--- config.mk ---
export PLATFORM = sky130hd
export DESIGN_NAME = eth_tx_frame_assemble
export DESIGN_NICKNAME = d
export VERILOG_FILES = /design/src/rtl/eth_tx_frame_assemble.sv
export SDC_FILE = /design/constraint.sdc
export NUM_CORES = 1
export LEC_CHECK = 0
export BUFFER_PORTS_ARGS = -buffer_cell sky130_fd_sc_hd__buf_2
export CORE_AREA = 2 2 468 470
export DETAILED_ROUTE_END_ITERATION = 12
export DIE_AREA = 0 0 470 472
export PLACE_DENSITY_LB_ADDON = 0.1
export SLEW_MARGIN = 30
export SYNTH_ARGS = -nofsm -noshare
export SYNTH_HDL_FRONTEND = slang
export SYNTH_SLANG_ARGS = --single-unit
--- constraint.sdc ---
create_clock -name clk -period 3.3 [get_ports clk]
set_input_delay 0.165 -clock clk [delete_from_list [all_inputs] [get_ports clk]]
set_output_delay 0.165 -clock clk [all_outputs]
set_load 0.01 [all_outputs]
--- src/rtl/eth_tx_frame_assemble.sv ---
// Prepends a 14-byte Ethernet header to a payload stream, realigning payload
// bytes across beat boundaries and emitting one MAC-side frame stream.
module eth_tx_frame_assemble #(
  parameter int DATA_W = 512,
  parameter int SIZE_W = 16,
  parameter int PAD_W  = $clog2(DATA_W/8)
) (
  input  logic              clk,
  input  logic              rst,
  input  logic              src_eth_assemble_hdr_val,
  input  logic [111:0]      src_eth_assemble_eth_hdr,
  input  logic [SIZE_W-1:0] src_eth_assemble_data_size,
  output logic              eth_assemble_src_hdr_rdy,
  input  logic              src_eth_assemble_data_val,
  input  logic [DATA_W-1:0] src_eth_assemble_data,
  input  logic              src_eth_assemble_data_last,
  input  logic [PAD_W-1:0]  src_eth_assemble_data_padbytes,
  output logic              eth_assemble_src_data_rdy,
  output logic              eth_assemble_dst_val,
  output logic [DATA_W-1:0] eth_assemble_dst_data,
  output logic [SIZE_W-1:0] eth_assemble_dst_frame_size,
  output logic              eth_assemble_dst_data_last,
  output logic [PAD_W-1:0]  eth_assemble_dst_data_padbytes,
  input  logic              dst_eth_assemble_rdy
);
  localparam int HDR_W = 112;
  localparam int HDR_B = HDR_W / 8;
  localparam int BYTES = DATA_W / 8;
  localparam int LOW_W = DATA_W - HDR_W;
  localparam logic [PAD_W-1:0]  HDR_PAD   = PAD_W'(HDR_B);
  localparam logic [PAD_W-1:0]  TAIL_PAD  = PAD_W'(BYTES - HDR_B);
  localparam logic [SIZE_W-1:0] HDR_SIZE  = SIZE_W'(HDR_B);

  typedef enum logic [2:0] {IDLE, FIRST, MID, DRAIN, ZERO} state_t;

  state_t              state;
  logic [HDR_W-1:0]    hdr_r;
  logic [HDR_W-1:0]    carry_r;
  logic [SIZE_W-1:0]   size_r;
  logic [PAD_W-1:0]    pad_r;
  logic                last_fits;

  // A last beat whose padding covers the 14 shifted-out bytes needs no drain beat
  assign last_fits = (src_eth_assemble_data_padbytes >= HDR_PAD);

  always_comb begin
    eth_assemble_src_hdr_rdy       = 1'b0;
    eth_assemble_src_data_rdy      = 1'b0;
    eth_assemble_dst_val           = 1'b0;
    eth_assemble_dst_data          = '0;
    eth_assemble_dst_data_last     = 1'b0;
    eth_assemble_dst_data_padbytes = '0;
    eth_assemble_dst_frame_size    = '0;
    if (!rst) begin
      eth_assemble_dst_frame_size = size_r + HDR_SIZE;
      case (state)
        IDLE: eth_assemble_src_hdr_rdy = 1'b1;
        FIRST, MID: begin
          eth_assemble_src_data_rdy = dst_eth_assemble_rdy;
          eth_assemble_dst_val      = src_eth_assemble_data_val;
          eth_assemble_dst_data     = {(state == FIRST) ? hdr_r : carry_r,
                                       src_eth_assemble_data[DATA_W-1:HDR_W]};
          if (src_eth_assemble_data_last && last_fits) begin
            eth_assemble_dst_data_last     = 1'b1;
            eth_assemble_dst_data_padbytes = src_eth_assemble_data_padbytes - HDR_PAD;
          end
        end
        DRAIN: begin
          eth_assemble_dst_val           = 1'b1;
          eth_assemble_dst_data          = {carry_r, {LOW_W{1'b0}}};
          eth_assemble_dst_data_last     = 1'b1;
          eth_assemble_dst_data_padbytes = pad_r + TAIL_PAD;
        end
        ZERO: begin
          eth_assemble_dst_val           = 1'b1;
          eth_assemble_dst_data          = {hdr_r, {LOW_W{1'b0}}};
          eth_assemble_dst_data_last     = 1'b1;
          eth_assemble_dst_data_padbytes = TAIL_PAD;
        end
        default: ;
      endcase
    end
  end

  always_ff @(posedge clk) begin
    if (rst) begin
      state   <= IDLE;
      hdr_r   <= '0;
      carry_r <= '0;
      size_r  <= '0;
      pad_r   <= '0;
    end else begin
      case (state)
        IDLE: begin
          if (src_eth_assemble_hdr_val) begin
            hdr_r  <= src_eth_assemble_eth_hdr;
            size_r <= src_eth_assemble_data_size;
            state  <= (src_eth_assemble_data_size == '0) ? ZERO : FIRST;
          end
        end
        FIRST, MID: begin
          if (src_eth_assemble_data_val && dst_eth_assemble_rdy) begin
            carry_r <= src_eth_assemble_data[HDR_W-1:0];
            if (!src_eth_assemble_data_last) begin
              state <= MID;
            end else if (last_fits) begin
              state <= IDLE;
            end else begin
              pad_r <= src_eth_assemble_data_padbytes;
              state <= DRAIN;
            end
          end
        end
        DRAIN, ZERO: begin
          if (dst_eth_assemble_rdy) state <= IDLE;
        end
        default: state <= IDLE;
      endcase
    end
  end
endmodule

==> key figures, run 1 <==
Setup path
  – Startpoint types: register
  – Required @ worst endpoint: approximately 3.1 ns
  – CP max-delay cell: or3b_4
  – Crit path capture type: output pin
  – CP Class: reg2out
  – Buf+Inv Stages, Crit Path: 2
  – Crit path DAT: 3.02 ns
  – Top cell family by delay on the critical path: simple AND/OR/NAND/NOR gates
  – CP max stage delay: 0.54 ns
  – CP Cell Sequence: or3b_4 -> a211o_4 -> buf_4 -> nor2_1 -> buf_2
  – Maximum fanout along the worst path: 12

Route
  – Residual DRC count: 0
  – Vias: about 20000
  – WL per Instance: around 29 microns
  – Drt via density: 3.15
  – Final ANT Viol Nets: 0
  – Drt initial violations: just over 1000
  – Drt first pass iters: 5
  – Final WL: about 180 mm

Logic synthesis
  – Yosys cell types: 40
  – Post-synth net total: 2565
  – Syn Inst Count: 1910
  – Synthesis Warnings: 0
  – Largest cells by area after synthesis: dfxtp_1 37%, and2_1 19%, nand2_1 14%
  – Mapped cell area: ~0.013 sq mm
  – Synth top area share: 37.4%
  – Sequential area share after synthesis: 37.4%
  – Syn avg cell area: around 7 sq um
  – Post-synth EDFFs: 0
  – Top FF cell, synth: dfxtp_1
  – Number of synthesized register bits: 249
  – Ys async rst share: 0%
  – Leading area contributor after synthesis: dfxtp_1

STA
  – RSZ-0062 raised after global routing: false
  – Final Hold Fails: 0
  – Fmax: ~0.31 GHz
  – Max transition margin: about two fifths
  – Slew Viols, Final: 0
  – Final setup viols: 0
  – Layout Skew: between 0.02 and 0.025 ns
  – Worst-Margin Slew: 0.895 ns
  – Final WS setup: between 0.1 and 0.15 ns
  – Hold_ws: 0.0996 ns
  – Tcrit/Tclk final: 96.4%
  – Crit path time final: 3.18 ns
  – Sum Neg Setup Slack: 0 ns

GRT
  – Largest net degree at the start of global routing: 126
  – Initial antenna violation count: 208
  – Number of global-route vias before repair: 20314
  – Gr ovfl total: 0
  – Gr usage total: 15.6%
  – First-pass GRT wire length: 228 mm

Cells and area
  – Layout cell share with drive strength beyond 1: 40.0%
  – Post-route cell area: 0.0272 sq mm
  – Number of fill cells in the layout: ~25000
  – Utilization after layout: 12.6%
  – Area grow syn2layout: 104%
  – NumNets Final: between 3000 and 4000
  – Non-Filler Instances: 6265

Floorplan
  – Starting density of the core: 6.16%
  – Total core area: 0.217 sq mm
  – Die area: 0.222 sq mm
  – Row Count: 171
  – Die Span Y: between 400 and 500 microns
  – Top Ports: 1190
  – Die Span X: 470 microns

Placed design
  – Hpwl dp: 152 mm
  – Dpl cell area: roughly 0.023 sq mm
  – Placed cell count: 5833
  – DP Worst Slack: 0.208 ns
  – # port buffers: 1189
  – Gpl congestion: 0.982

Clock network
  – TritonCTS clock tree: done
  – CTS sink count: 249
  – Clock root buffer: clkbuf_16
  – Total clock buffers created by CTS: 43
  – # Post-CTS Setup Buffers: 0
  – H-Tree Level Count: 2
  – Worst skew pair latency: between 0.6 and 0.7 ns
  – Deepest clock path buffer count: 3
  – Clock transition at path regs: 0.06 ns

Run status
  – Status: complete, no violations

Pwr
  – Share of power burned in registers: 27.9%
  – Gate power share: 32.5%
  – Clock power frac: a little under 40%
  – Int Pwr: between 7 and 8 mW
  – Peak VDD IR: 295 uV
  – Sw Share: between 30% and 40%
  – Pwr Total: 12.3 mW
  – Power Dens Cells: 453 mW/mm^2
  – NetSw: between 4 and 5 mW
  – Pleak: 12.0 nW

Run
  – Max Cap Viol: 0

Worst hold path
  – Worst hold-check path type: in2reg
-- worst register-to-register path: cells and delay by family (launching register included) --
family / cells / cell delay [ns]
compound gates: 1 / 0.11
buf+inv: 2 / 0.81
flops: 1 / 0.41
simple gates: 3 / 1.24
-- flip-flops by register name, indices dropped and copies added (netlist names) --
name and flops:
carry_r 112, hdr_r 112, pad_r 6, size_r 16
state 3
-- kinds of logic (layout without fill, tap and decap cells) --
kind of cell / after synthesis / in the layout / synth area share [%]
and+or+nand+nor: 1075 / 1075 / 38.8
AOI/OAI and AO/OA: 395 / 396 / 17.3
DFF: 249 / 249 / 37.4
buffers and inverters: 173 / 1573 / 5.24
xor gates and xnor gates: 15 / 15 / 0.985
adders and majority gates: 3 / 3 / 0.282
other: 0 / 100 / 0
-- Yosys cell counts (all sizes together) (5+ instances only) --
cell	count
buf	37
nand2b	6
xor2	12
a21oi	255
nor2	131
o21ai	11
nand2	491
dfxtp	249
nand3	10
nor3	5
and2	404
a22oi	116
clkbuf	132
nor4	5
-- cells in the final DEF, fill, tap and decap left out, types with 2 or more instances in the layout --
cell and n:
nor4_1 5, xnor2_1 3, and2_1 403, dfxtp_2 3, clkbuf_1 4, diode_2 100
clkbuf_16 43, clkbuf_8 12, clkinvlp_4 2, nor3b_1 3, or3_1 3, buf_12 20
clkinv_2 7, a22oi_1 116, a311oi_1 2, bufinv_16 4, a31oi_1 3, o21ai_0 11
nand2b_1 6, buf_4 29, nor2_1 130, nor3_1 2, inv_1 4, nand3_1 10
ha_1 3, clkinv_8 2, a21oi_1 254, xor2_1 12, nand2_1 490, and4_1 2
nor2b_1 3, buf_2 1188, dfxtp_1 246, dlygate4sd3_1 255, nor3_4 3, nand4_1 4
-- what timing repair did --
item | in CTS | in global routing
pin swaps | 1 | 0
hold endpoints to repair | 247 | 0
hold buffers | 255 | 0
endpoints found under the setup margin | 135 | 8
resized for setup | 9 | 1
gates cloned | 1 | 0
-- power by group through the flow --
| stage | sequential (mW) | combinational (mW) | clock (mW) |
|---|---|---|---|
| 6_report | 3.43 | 4.00 | 4.87 |
| 3_3_place_gp | 3.50 | 3.87 | 0 |
| 3_5_place_dp | 3.49 | 3.81 | 0 |
| 5_1_grt | 3.46 | 4.35 | 5.24 |
| 4_1_cts | 3.43 | 4.15 | 5.18 |
| 2_1_floorplan | 3.39 | 1.56 | 0 |
-- final timing paths --
kind,cells after the start,endpoint,startpoint,slack (ns)
worst max-delay path,5,eth_assemble_dst_data[442],state[2]$_SDFFE_PP0P_,0.12
worst min-delay path,4,pad_r[4]$_SDFFE_PP0P_,src_eth_assemble_data_last,0.1
worst max register to register,6,size_r[0]$_SDFFE_PP0P_,state[1]$_SDFFE_PP0P_,0.66
worst min register to register,2,carry_r[80]$_SDFFE_PP0P_,carry_r[80]$_SDFFE_PP0P_,0.45
-- layer usage --
| layer | global-route usage (%) | vias to the layer above | wire (microns) |
|---|---|---|---|
| met2 | 22.8 | 1072 | 73100 |
| met4 | 4.71 | 58 | 6590 |
| met5 | 0 | - | 380 |
| met3 | 6.45 | 306 | 18300 |
| met1 | 20.7 | 9192 | 81500 |
| li1 | - | 9101 | - |
-- final cells by class --
class	instances	area [sq um]	share of cell area, %
antenna	100	250	0.921
clock buffer	59	1260	4.62
clock inverter	17	220	0.810
inverter	4	15.0	0.0553
multi-input combinational	1489	7740	28.5
sequential	249	4990	18.4
tap	2854	3570	13.1
timing repair buffer	1493	9130	33.6
(Power assumes the default switching activity.)
==> run 2: changes to the inputs <==
Settings changed: BUFFER_PORTS_ARGS -buffer_cell sky130_fd_sc_hd__buf_2 to not set, DONT_BUFFER_PORTS set to 1, HOLD_SLACK_MARGIN set to 0.03, SKIP_CTS_REPAIR_TIMING set to 1.
==> run 2 against run 1 <==
Effect of this change:
- non-clock buffer count down 1127
- power down 7.9%
- cell count down 15%
- final area down 18%
- first-iteration DRC count up 2.4%
- sequential power about the same
- clock-buffer cell count up 4
- critical path depth unchanged
- clock power up 2%
- register-to-register slack worse by 0.16 ns
- flip-flop and latch count unchanged
- setup slack better by 0.080 ns
- critical path type unchanged
- largest power group unchanged
- highest routed layer unchanged
==> key figures, run 2 (same netlist as run 1, synthesis figures left out) <==
Route
  – Drt initial violations: ~1100
  – Drt via density: between 3 and 4
  – Drt first pass iters: 5
  – Final ANT Viol Nets: 0
  – Residual DRC count: 0
  – Vias: around 17000
  – Final WL: 168 mm
  – WL per Instance: between 30 and 40 microns

STA
  – Slew Viols, Final: 0
  – Final WS setup: 0.200 ns
  – Crit path time final: 3.10 ns
  – Final setup viols: 0
  – Layout Skew: 0.0355 ns
  – Tcrit/Tclk final: between 90 and 100%
  – Final Hold Fails: 0
  – Fmax: around 0.32 GHz
  – Sum Neg Setup Slack: 0 ns
  – Max transition margin: 11.3%
  – RSZ-0062 raised after global routing: false
  – Worst-Margin Slew: 1.33 ns

GRT
  – Gr ovfl total: 0
  – Initial antenna violation count: a little over 300
  – Largest net degree at the start of global routing: ~270
  – First-pass GRT wire length: 197 mm
  – Number of global-route vias before repair: 14015
  – Gr usage total: 14.1%

Cells and area
  – Number of fill cells in the layout: ~25000
  – Most frequent cells in the layout: 490 x nand2_1, 403 x and2_1, 294 x dlygate4sd3_1
  – Most common cell after layout, fill and taps aside: nand2_1
  – Biggest regs: carry_r (112), hdr_r (112), size_r (16)
  – Multi-input gate area: 0.00774 sq mm
  – Layout cell share with drive strength beyond 1: under 10%
  – Register Area: 0.00499 sq mm
  – Post-route cell area: about 0.022 sq mm
  – Area grow syn2layout: 66.6%
  – NumNets Final: 2807

Floorplan
  – Die area: 0.222 sq mm
  – Top Ports: 1190
  – Total core area: 0.217 sq mm
  – Starting density of the core: 6.16%
  – Row Count: 171
  – Die Span Y: 472 microns
  – Die Span X: 470 microns

Setup path
  – CP Class: reg2out
  – CP max-delay cell: or3b_1
  – Required @ worst endpoint: 3.13 ns
  – CP max stage delay: approximately 0.56 ns
  – Maximum fanout along the worst path: 17
  – Startpoint types: register
  – Crit path DAT: 2.94 ns
  – Top cell family by delay on the critical path: simple AND/OR/NAND/NOR gates
  – Buf+Inv Stages, Crit Path: 2
  – CP Cell Sequence: or3b_1 -> a211o_4 -> buf_12 -> nor2_2 -> buf_8
  – Crit path capture type: output pin

Pwr
  – Pleak: 6.94 nW
  – Pwr Total: 11.3 mW
  – Peak VDD IR: 357 uV
  – Power Dens Cells: 510 mW/mm^2

Placed design
  – Hpwl dp: about 140 mm
  – # port buffers: 0
  – Dpl cell area: about 0.017 sq mm
  – DP Worst Slack: 0.498 ns
  – Gpl congestion: 1.53

Clock network
  – Clock transition at path regs: 0.05 ns
  – Worst skew pair latency: 0.64 ns
  – Deepest clock path buffer count: 3
  – Total clock buffers created by CTS: 43
  – Clock root buffer: clkbuf_16
  – H-Tree Level Count: 2
  – CTS sink count: 249
  – TritonCTS clock tree: done

Worst hold path
  – Worst hold-check path type: in2reg

Run status
  – Status: complete, no violations

Run
  – Max Cap Viol: 0
-- run 2: cell type report --
cell class | count | share of cell area (%)
clock buffers | 63 | 5.50
well taps | 2854 | 16.1
inverters | 4 | 0.0676
multi-input cells | 1488 | 34.8
diodes | 271 | 3.05
repair buffers | 366 | 16.9
clock inverters | 14 | 1.17
flip-flops and latches | 249 | 22.4
-- run 2: layer usage --
metal	global-route usage (%)	part of all wire, %	vias to the layer above
met4	5.13	4.2	76
met1	15.9	41	7806
met3	12.0	15	442
met5	0.757	0.36	-
li1	-	-	7050
met2	18.9	39	1354
-- run 2: metrics by stage --
step / util (%) / cells / hold slack, ns
2_1_floorplan: - / 1910 / 0.301
3_3_place_gp: 7.88 / 4666 / 0.276
3_5_place_dp: 7.88 / 4666 / 0.278
4_1_cts: 8.57 / 4743 / -0.457
5_1_grt: 10.1 / 5181 / 0.0369
6_report: 10.3 / 5309 / 0.0664
-- run 2: tightest hold or removal path, stage by stage --
cell and delay [ns]:
nand2_1 0.06, a32o_1 0.23, nor2_1 0.11, a211oi_1 0.07
-- run 2: final timing paths --
| kind | start | to | slack (ns) | cells past startpoint |
|---|---|---|---|---|
| setup / recovery | state[0]$_SDFFE_PP0P_ | eth_assemble_dst_data[437] | 0.20 | 5 |
| setup reg to reg | state[0]$_SDFFE_PP0P_ | pad_r[0]$_SDFFE_PP0P_ | 0.50 | 7 |
| hold reg to reg | carry_r[96]$_SDFFE_PP0P_ | carry_r[96]$_SDFFE_PP0P_ | 0.45 | 2 |
| hold / removal | src_eth_assemble_data_val | state[0]$_SDFFE_PP0P_ | 0.07 | 4 |
-- run 2: power breakdown --
group	internal, mW	switching (mW)
Clock	2.98	1.99
Combinational	0.919	2.01
Sequential	3.24	0.185
Total	7.14	4.18
